$ cat config.mk
export PLATFORM = sky130hd
export DESIGN_NAME = branch_redirect_ctrl
export DESIGN_NICKNAME = d
export VERILOG_FILES = /design/src/rtl/branch_redirect_ctrl_pkg.sv /design/src/rtl/branch_redirect_ctrl_fifo.sv /design/src/rtl/branch_redirect_ctrl.sv
export SDC_FILE = /design/constraint.sdc
export NUM_CORES = 1
export LEC_CHECK = 0
export CAP_MARGIN = 20
export CORE_MARGIN = 5
export CORE_UTILIZATION = 51
export CTS_CLUSTER_SIZE = 12
export DETAILED_ROUTE_END_ITERATION = 7
export PLACE_DENSITY_LB_ADDON = 0.08
export SYNTH_ARGS = -nofsm -noshare
export SYNTH_HDL_FRONTEND = slang
export SYNTH_HIERARCHICAL = 1
export SYNTH_SLANG_ARGS = --single-unit
$ cat constraint.sdc
create_clock -name clk -period 2.4 [get_ports clk]
set_input_delay 0.48 -clock clk [delete_from_list [all_inputs] [get_ports clk]]
set_output_delay 0.48 -clock clk [all_outputs]
set_load 0.01 [all_outputs]
$ cat src/rtl/branch_redirect_ctrl_pkg.sv
// Shared types for the branch/jump redirect controller and its pending-branch FIFO.
package branch_redirect_ctrl_pkg;

    // Decode descriptor kinds this block consumes.
    typedef enum logic [6:0] {
        B_TYPE = 7'b1100011,
        J_TYPE = 7'b1101111
    } bj_type_e;

    localparam logic FLUSH_FRONT = 1'b0;
    localparam logic FLUSH_ALL   = 1'b1;

    // Stored tags are zero-extended to this width so one entry type serves any TAG_W.
    localparam int TAG_MAX_W = 16;

    typedef enum logic [1:0] {
        IDLE,
        REDIR_J,
        REDIR_B,
        FLUSH
    } redir_state_e;

    typedef struct packed {
        logic [TAG_MAX_W-1:0] tag;
        logic [31:0]          target;
        logic                 resolved;
        logic                 taken;
    } bj_entry_t;

endpackage

$ cat src/rtl/branch_redirect_ctrl_fifo.sv
// In-order FIFO of unresolved conditional branches with tag-matched resolve
// and a whole-queue clear.
module bj_pending_fifo
    import branch_redirect_ctrl_pkg::*;
#(
    parameter int DEPTH = 4,
    parameter int TAG_W = 4,
    localparam int PTR_W = $clog2(DEPTH),
    localparam int CNT_W = $clog2(DEPTH + 1)
) (
    input  logic             clk,
    input  logic             rst_n,
    input  logic             clear,
    input  logic             enq,
    input  logic [TAG_W-1:0] enq_tag,
    input  logic [31:0]      enq_target,
    input  logic             deq,
    input  logic             res_en,
    input  logic             res_valid,
    input  logic [TAG_W-1:0] res_tag,
    input  logic             res_taken,
    output logic             full,
    output logic             head_resolved,
    output logic             head_taken,
    output logic [TAG_W-1:0] head_tag,
    output logic [31:0]      head_target,
    output logic [CNT_W-1:0] count
);

    bj_entry_t        mem [DEPTH];
    logic [DEPTH-1:0] live;
    logic [DEPTH-1:0] hit;
    logic [PTR_W-1:0] head_ptr;
    logic [PTR_W-1:0] tail_ptr;

    // A freshly enqueued slot is not live yet, so a same-cycle result for it never hits.
    always_comb begin
        hit = '0;
        for (int i = 0; i < DEPTH; i++) begin
            hit[i] = res_en & res_valid & live[i] & ~mem[i].resolved
                   & (mem[i].tag == TAG_MAX_W'(res_tag));
        end
    end

    // NOTE: the payload array has no reset; only the live bits and pointers need one,
    // since nothing reads a slot whose live bit is clear.
    always_ff @(posedge clk) begin
        for (int i = 0; i < DEPTH; i++) begin
            if (hit[i]) begin
                mem[i].resolved <= 1'b1;
                mem[i].taken    <= res_taken;
            end
        end
        if (enq) begin
            mem[tail_ptr] <= '{tag: TAG_MAX_W'(enq_tag), target: enq_target,
                               resolved: 1'b0, taken: 1'b0};
        end
    end

    // NOTE: reset is synchronous, so it sits inside the clocked block as a plain condition.
    always_ff @(posedge clk) begin
        if (!rst_n || clear) begin
            live     <= '0;
            head_ptr <= '0;
            tail_ptr <= '0;
            count    <= '0;
        end else begin
            if (enq) begin
                live[tail_ptr] <= 1'b1;
                tail_ptr       <= tail_ptr + PTR_W'(1);
            end
            if (deq) begin
                live[head_ptr] <= 1'b0;
                head_ptr       <= head_ptr + PTR_W'(1);
            end
            count <= count + CNT_W'(enq) - CNT_W'(deq);
        end
    end

    assign full          = (count == CNT_W'(DEPTH));
    assign head_resolved = live[head_ptr] & mem[head_ptr].resolved;
    assign head_taken    = mem[head_ptr].taken;
    assign head_tag      = mem[head_ptr].tag[TAG_W-1:0];
    assign head_target   = mem[head_ptr].target;

endmodule

$ cat src/rtl/branch_redirect_ctrl.sv
// Tracks decode-stage branches/jumps, retires resolved branches in order and
// drives the redirect/flush handshake toward a predict-not-taken fetch unit.
module branch_redirect_ctrl
    import branch_redirect_ctrl_pkg::*;
#(
    parameter int DEPTH = 4,
    parameter int TAG_W = 4,
    localparam int CNT_W = $clog2(DEPTH + 1)
) (
    input  logic             clk,
    input  logic             rst_n,
    input  logic             bj_valid,
    input  logic             branch,
    input  logic             jump,
    input  logic [31:0]      Branch_jump_addr,
    input  logic [TAG_W-1:0] bj_tag,
    output logic             bj_stall,
    input  logic             res_valid,
    input  logic [TAG_W-1:0] res_tag,
    input  logic             res_taken,
    output logic             redirect_valid,
    output logic [31:0]      redirect_pc,
    input  logic             redirect_ready,
    output logic             flush,
    output logic             flush_scope,
    output logic [TAG_W-1:0] flush_tag,
    output logic [CNT_W-1:0] pending_cnt
);

    redir_state_e     state_q, state_d;
    logic [31:0]      target_q, target_d;
    logic [TAG_W-1:0] tag_q, tag_d;
    logic             scope_q, scope_d;

    logic             accept;
    logic             enq;
    logic             deq;
    logic             clear;
    logic             res_en;
    logic             retire_taken;
    logic             full;
    logic             head_resolved;
    logic             head_taken;
    logic [TAG_W-1:0] head_tag;
    logic [31:0]      head_target;

    bj_pending_fifo #(
        .DEPTH (DEPTH),
        .TAG_W (TAG_W)
    ) u_fifo (
        .clk           (clk),
        .rst_n         (rst_n),
        .clear         (clear),
        .enq           (enq),
        .enq_tag       (bj_tag),
        .enq_target    (Branch_jump_addr),
        .deq           (deq),
        .res_en        (res_en),
        .res_valid     (res_valid),
        .res_tag       (res_tag),
        .res_taken     (res_taken),
        .full          (full),
        .head_resolved (head_resolved),
        .head_taken    (head_taken),
        .head_tag      (head_tag),
        .head_target   (head_target),
        .count         (pending_cnt)
    );

    always_comb begin
        bj_stall     = (state_q != IDLE) | (branch & full);
        accept       = bj_valid & ~bj_stall;
        retire_taken = (state_q == IDLE) & head_resolved & head_taken;
        deq          = (state_q == IDLE) & head_resolved & ~head_taken;
        enq          = accept & branch;
        res_en       = (state_q != FLUSH);
        clear        = (state_q == FLUSH) & (scope_q == FLUSH_ALL);
    end

    // NOTE: every next-state variable gets a default first so no path infers a latch.
    always_comb begin
        state_d  = state_q;
        target_d = target_q;
        tag_d    = tag_q;
        scope_d  = scope_q;
        unique case (state_q)
            IDLE: begin
                // An older taken branch kills any jump offered in the same cycle.
                if (retire_taken) begin
                    state_d  = REDIR_B;
                    target_d = head_target;
                    tag_d    = head_tag;
                    scope_d  = FLUSH_ALL;
                end else if (accept & jump) begin
                    state_d  = REDIR_J;
                    target_d = Branch_jump_addr;
                    tag_d    = bj_tag;
                    scope_d  = FLUSH_FRONT;
                end
            end
            REDIR_J, REDIR_B: begin
                if (redirect_ready) begin
                    state_d = FLUSH;
                end
            end
            FLUSH: begin
                state_d = IDLE;
            end
            default: begin
                state_d = IDLE;
            end
        endcase
    end

    // NOTE: sequential state uses non-blocking assignments so all registers update together.
    always_ff @(posedge clk) begin
        if (!rst_n) begin
            state_q  <= IDLE;
            target_q <= '0;
            tag_q    <= '0;
            scope_q  <= FLUSH_FRONT;
        end else begin
            state_q  <= state_d;
            target_q <= target_d;
            tag_q    <= tag_d;
            scope_q  <= scope_d;
        end
    end

    assign redirect_valid = (state_q == REDIR_J) | (state_q == REDIR_B);
    assign redirect_pc    = target_q;
    assign flush          = (state_q == FLUSH);
    assign flush_scope    = scope_q;
    assign flush_tag      = tag_q;

endmodule

After elaboration in Yosys (flattened, before gate mapping)
Memory sizes are Yosys's and may differ from the RTL's. A register that Yosys moved wholly into a read port is not among the register bits.
Cells that the tools add are included.
{"block": "op_classes", "n_addsub": 4, "order_cmp": 4, "n_eq_ne": 11, "mux": 31, "bitwise_logic": 33, "reduce_logical": 10}
{"operator": "$eq A16 B4 Y1", "n": 4}
{"operator": "$mux W32", "n": 2}
{"operator": "$and A1 B1 Y1", "n": 22}
{"operator": "$mux W4", "n": 5}
{"operator": "$mux W1", "n": 15}
{"operator": "$mux W2", "n": 5}
{"operator": "$lt A2 B3 Y1 const B", "n": 2}
{"operator": "$not A1 Y1", "n": 6}
{"operator": "$pmux W2 S3", "n": 1}
{"operator": "$add A2 B1 Y2 const B", "n": 2}
{"operator": "$and A4 B4 Y4", "n": 1}
{"operator": "$demux W1 S2", "n": 2}
{"operator": "$eq A2 B2 Y1 const B", "n": 2}
{"operator": "$ge A2 B1 Y1 const B", "n": 2}
{"operator": "$ne A2 B2 Y1 const B", "n": 2}
{"operator": "$not A4 Y4", "n": 1}
{"operator": "$or A4 B4 Y4", "n": 1}
{"operator": "$reduce_and A2 Y1", "n": 2}
{"operator": "$reduce_bool A2 Y1", "n": 2}
{"operator": "$add A3 B1 Y3", "n": 1}
{"operator": "$eq A3 B3 Y1 const B", "n": 1}
{"operator": "$ne A3 B2 Y1 const B", "n": 1}
{"operator": "$sub A3 B1 Y3", "n": 1}
{"operator": "$bmux W1 S2", "n": 1}
{"operator": "7 further kinds", "n": 9}
{"block": "word_totals", "regBits": 50, "mem_bits_rw": 152, "input_bits": 48, "out_inout_bits": 43, "elab_cells": 102, "n_memories": 1}
{"name": "u_fifo.mem", "depth": 4, "word_bits": 38, "read_ports": 5, "rd_clocked_by_memory_dff": 1, "wr": 5, "line": "branch_redirect_ctrl_fifo.sv:30", "rtl": "bj_entry_t mem [DEPTH];"}

Logic depth before layout (Yosys ltp)
{"block": "logic_depth", "ltp_word": 10, "depth_mapped": 12, "ltp_nobuf": 10}

Modules after synthesis
The synthesis kept the hierarchy.
{"mod": "bj_pending_fifo", "instances": 1, "cells_each": 319, "area_per_inst_um2": 6382.4, "seq_area_each_um2": 4744.6}
{"mod": "branch_redirect_ctrl", "instances": 1, "cells_each": 231, "area_per_inst_um2": 2053.2, "seq_area_each_um2": 780.7}

Least setup slack after synthesis
Ideal clock, no wire load.
{"block": "synth_path", "path_type": "register to register", "start": "register (tool-made name)", "end": "register u_fifo.count[2]", "setup_ns": 0.128, "t_arrival_ns": 2.528, "required_time_ns": 2.272, "slack_ns": -0.256, "path_stages_with_launch": 13, "path_buffers": 2, "period_less_slack_ns": 2.656, "cell_sequence": "dfxtp_1 buf_2 buf_2 mux4_2 and2_1 nand2_1 nor2_1 ha_1 inv_1 ha_1 fa_1 xnor2_1 nor2_1"}
{"element": "to (signal assigned)", "line": "branch_redirect_ctrl_fifo.sv:76", "rtl": "count <= count + CNT_W'(enq) - CNT_W'(deq);"}
{"element": "to (decl)", "line": "branch_redirect_ctrl_fifo.sv:27", "rtl": "output logic [CNT_W-1:0] count"}

Final worst setup path
{"block": "layout_path", "start": "register u_fifo.head_ptr[0]", "end": "register u_fifo.count[1]"}
{"block": "layout_between", "elab_chain_len": 6}
{"element": "from (decl)", "line": "branch_redirect_ctrl_fifo.sv:33", "rtl": "logic [PTR_W-1:0] head_ptr;"}
{"element": "from (signal assigned)", "line": "branch_redirect_ctrl_fifo.sv:74", "rtl": "head_ptr <= head_ptr + PTR_W'(1);"}
{"element": "$bmux W1 S2", "line": "branch_redirect_ctrl_fifo.sv:81", "rtl": "assign head_resolved = live[head_ptr] & mem[head_ptr].resolved;"}
{"element": "$mux W1 (implied by the code)", "line": "branch_redirect_ctrl_fifo.sv:81"}
{"element": "$and A1 B1 Y1", "line": "branch_redirect_ctrl_fifo.sv:81"}
{"element": "named net head_resolved", "line": "branch_redirect_ctrl.sv:42", "rtl": "logic head_resolved;"}
{"element": "$and A1 B1 Y1 (2 in a row)", "line": "branch_redirect_ctrl.sv:74", "rtl": "deq = (state_q == IDLE) & head_resolved & ~head_taken;"}
{"element": "named net deq", "line": "branch_redirect_ctrl.sv:37", "rtl": "logic deq;"}
{"element": "$sub A3 B1 Y3", "line": "branch_redirect_ctrl_fifo.sv:76"}
The timed path passes the listed nets, and every way through them passes these cells. The select of a mux whose other input is x is not followed.
A chain may end at the register's enable or synchronous reset.

==> metrics.md <==
| Metric | Value |
|---|---|
| CTS Buf Count | 22 |
| Syn Nets | between 600 and 700 |
| Wire per inst | roughly 20 um |
| Met3 WL post-DR | 1020 um |
| Syn Std Cell Area | 8440 um2 |
| Worst path cell trace | mux4_2 > and2_4 > nand2_4 > nor2_4 > ha_4 > inv_1 > ha_2 > fa_2 > inv_1 > nor2_1 |
| Synth-to-layout area growth | 23.9% |
| WHS | 447 ps |
| Number of antenna violations at the first check in global routing | 0 |
| TNS Setup | 0 ps |
| WS Path Type | flip-flop to flip-flop |
| # hold bufs at CTS | 0 |
| Vias | 4,916 |
| TritonCTS Sinks | just over 200 |
| Hold Fails Final Rpt | 0 |
| H-tree level count | 1 |
| Die area | 19,200 um2 |
| GPL Wtd Cong | roughly 0.84 |
| Yosys warnings | 6 |
| Leakage power | between 3 and 4 nW |
| Tcrit/Tclk final | 0.962 |
| Critical path arrival | about 2700 ps |
| Skew-Pair Late Insertion Delay | between 400 and 500 ps |
| Initial Utilization | 0.514 |
| Final setup fails | 0 |
| Met2 WL | 9120 um |
| Ys flop type | edfxtp_1 |
| Library cells used by synthesis | between 40 and 50 |
| Row count | between 40 and 50 |
| Status | complete, no violations |
| 1st-iter DRT viols | ~190 |
| Post-route core utilization | 0.637 |
| CORE AREA | 16,400 um2 |
| Clock Skews | roughly 7.6 ps |
| Detailed Place HPWL | 11,500 um |
| First-pass GRT wire length | 28,900 um |
| Vias/cell | between 5 and 6 |
| Clock Tree Root | clkbuf_16 |
| Peak Freq | 433 MHz |
| Max Slew Vio Count | 0 |
| CP max FO | 2 |
| Max stage delay on crit path | ~540 ps |
| Final wirelength | 18,000 um |
| Worst-path clk slew | roughly 60 ps |
| GR Overflow Total | 0 |
| CP required | about 2800 ps |
| Top sig layer | met4 |
| Asr flop ratio synth | 0 |
| Post-CTS setup buffers | 0 |
| Max clock buf depth | 3 |
| Max VDD drop | just under 0.5 mV |
| Max-slew headroom | 0.494 |
| I/O pins | between 90 and 100 |
| Antenna-violating nets left | 0 |
| Synth Register Bits | between 200 and 250 |
| Vias in the first global route | about 5,300 |
| PwrDens | 809 nW/um2 |
| Crit. End Element | flip-flop |
| Port-buffer cells | 90 |
| Worst path most repeated cell | inv_1 |
| CP Launch Type | flip-flop |
| DRT met1 WL | 7550 um |
| Post-route setup slack | roughly 91 ps |
| Max Cap Viol | 0 |
| Avg Cell Area, Syn | about 15 um2 |
| DRC errors left | 0 |
| Global-route usage over all layers | 0.188 |
| Min-delay worst type | flip-flop to flip-flop |
| Final nets | between 700 and 800 |
| Post-place setup slack | about 30 ps |
| Max stage delay cell, worst path | fa_2 |
| Tmin final | 2310 ps |
| DR pass1 iterations | 4 |
| Measured slew at the worst slew-check pin | between 700 and 800 ps |
| Cells after synthesis | 550 |
| Largest net degree at the start of global routing | 38 |
| Die Span X | about 140 um |
| CTS tree | built |
| Die Span Y | roughly 140 um |
| # diodes | 0 |
| Layout cell share with drive strength beyond 1 | 0.267 |
| Power, Total | ~8.5 mW |
| RSZ-0062 raised after global routing | false |
| Sequential area share after synthesis | 0.655 |
| EDFF count, synth | roughly 140 |
cell families after synthesis:
kind of cell | Yosys count | share of synthesized area
XOR/XNOR | 17 | 0.0177
adder cells (fa/ha/maj) | 14 | 0.0217
flip-flops | 204 | 0.655
multiplexers | 46 | 0.112
AO/OA/AOI/OAI | 125 | 0.107
buffers and inverters | 51 | 0.0341
AND/OR/NAND/NOR | 93 | 0.0519
per-stage QoR:
step                cells  cell area (um2)
floorplan             550             8460
global placement      857             9760
detailed placement    857             9760
CTS                   897            10400
global route          897            10400
finish                897            10400
layer usage:
layer | up-vias | track usage
li1 | 2288 | -
met1 | 2464 | 0.245
met2 | 135 | 0.326
met3 | 29 | 0.0434
met4 | 0 | 0.0417
met5 | - | 0
registers in the layout (all words and copies together) (netlist names), 2 cells and up, named ones only:
name             count
flush_tag            4
u_fifo/tail_ptr      2
u_fifo/count         3
state_q              2
u_fifo/live          4
u_fifo/mem         152
redirect_pc         32
u_fifo/head_ptr      2
path summary, 6_finish.rpt:
check / from / end / slack [ps] / depth (start not counted)
setup / recovery: u_fifo/head_ptr[0] / u_fifo/count[1] / 90 / 10
hold / removal: redirect_pc[6] / redirect_pc[6] / 450 / 2
setup reg to reg: u_fifo/head_ptr[0] / u_fifo/count[1] / 90 / 10
hold reg to reg: redirect_pc[6] / redirect_pc[6] / 450 / 2
where the power goes:
part / total [mW] / leakage, nW / switching, mW / internal [mW]
Clock: 3.03 / 0.317 / 1.26 / 1.77
Sequential: 4.11 / 1.79 / 0.0993 / 4.01
Combinational: 1.31 / 1.25 / 0.662 / 0.653
Total: 8.45 / 3.36 / 2.02 / 6.43
worst max-delay path, delay by kind of cell (launching register included):
| family | cells | cell delay [ps] |
|---|---|---|
| and+or+nand+nor | 4 | 380 |
| DFF | 1 | 340 |
| buffers and inverters | 2 | 80 |
| muxes | 1 | 500 |
| adders and majority gates | 3 | 960 |
cell type report:
| type | count | area [um2] |
|---|---|---|
| repair buffers | 117 | 1230 |
| well taps | 220 | 275 |
| multi-input cells | 295 | 2670 |
| clock buffers | 35 | 621 |
| fillers | 1188 | 5960 |
| inverters | 21 | 93.8 |
| clock inverters | 5 | 25.0 |
| flip-flops and latches | 204 | 5530 |
synthesized netlist by cell type (all sizes together) (2+ instances only):
cell / count / area share
clkbuf: 14 / 0.0062
and2: 2 / 0.0015
buf: 16 / 0.019
a211oi: 4 / 0.0036
dfxtp: 60 / 0.14
a21oi: 74 / 0.071
mux2i: 7 / 0.0083
and3: 4 / 0.0039
nand2: 54 / 0.024
nor2: 13 / 0.0058
xnor2: 13 / 0.013
ha: 13 / 0.019
nand3: 5 / 0.0036
nand2b: 4 / 0.0030
o21a: 4 / 0.0036
mux4: 39 / 0.10
edfxtp: 144 / 0.51
xor2: 4 / 0.0042
inv: 21 / 0.0093
o21ai: 36 / 0.021
nor4: 4 / 0.0037
nor2b: 4 / 0.0033
cells in the final DEF, fill, tap and decap left out, types with 2 or more instances in the layout:
master,netlist,layout
clkinvlp_4,0,4
inv_1,21,17
clkdlybuf4s50_1,0,88
ha_1,13,10
nand3_2,1,2
nand2_1,54,53
xor2_1,4,4
clkbuf_16,0,23
a21oi_2,60,60
mux2i_1,7,7
and3_2,2,2
dfxtp_1,60,56
o21ai_0,36,36
ha_2,0,2
a21oi_1,14,14
buf_4,0,16
nor4_1,3,3
edfxtp_1,144,144
xnor2_1,13,13
clkinv_2,0,5
nand2b_1,4,4
nand3_1,4,3
clkbuf_1,14,12
nor2_1,13,12
dfxtp_2,0,3
mux4_2,39,39
nor2b_1,3,3
o21a_1,4,4
buf_12,4,11
a211oi_1,4,4
timing repair:
item	in CTS	in global routing
pin swaps	0	5
resized for setup	3	9
endpoints found under the setup margin	1	2
Power figures use the tool's default switching activity.
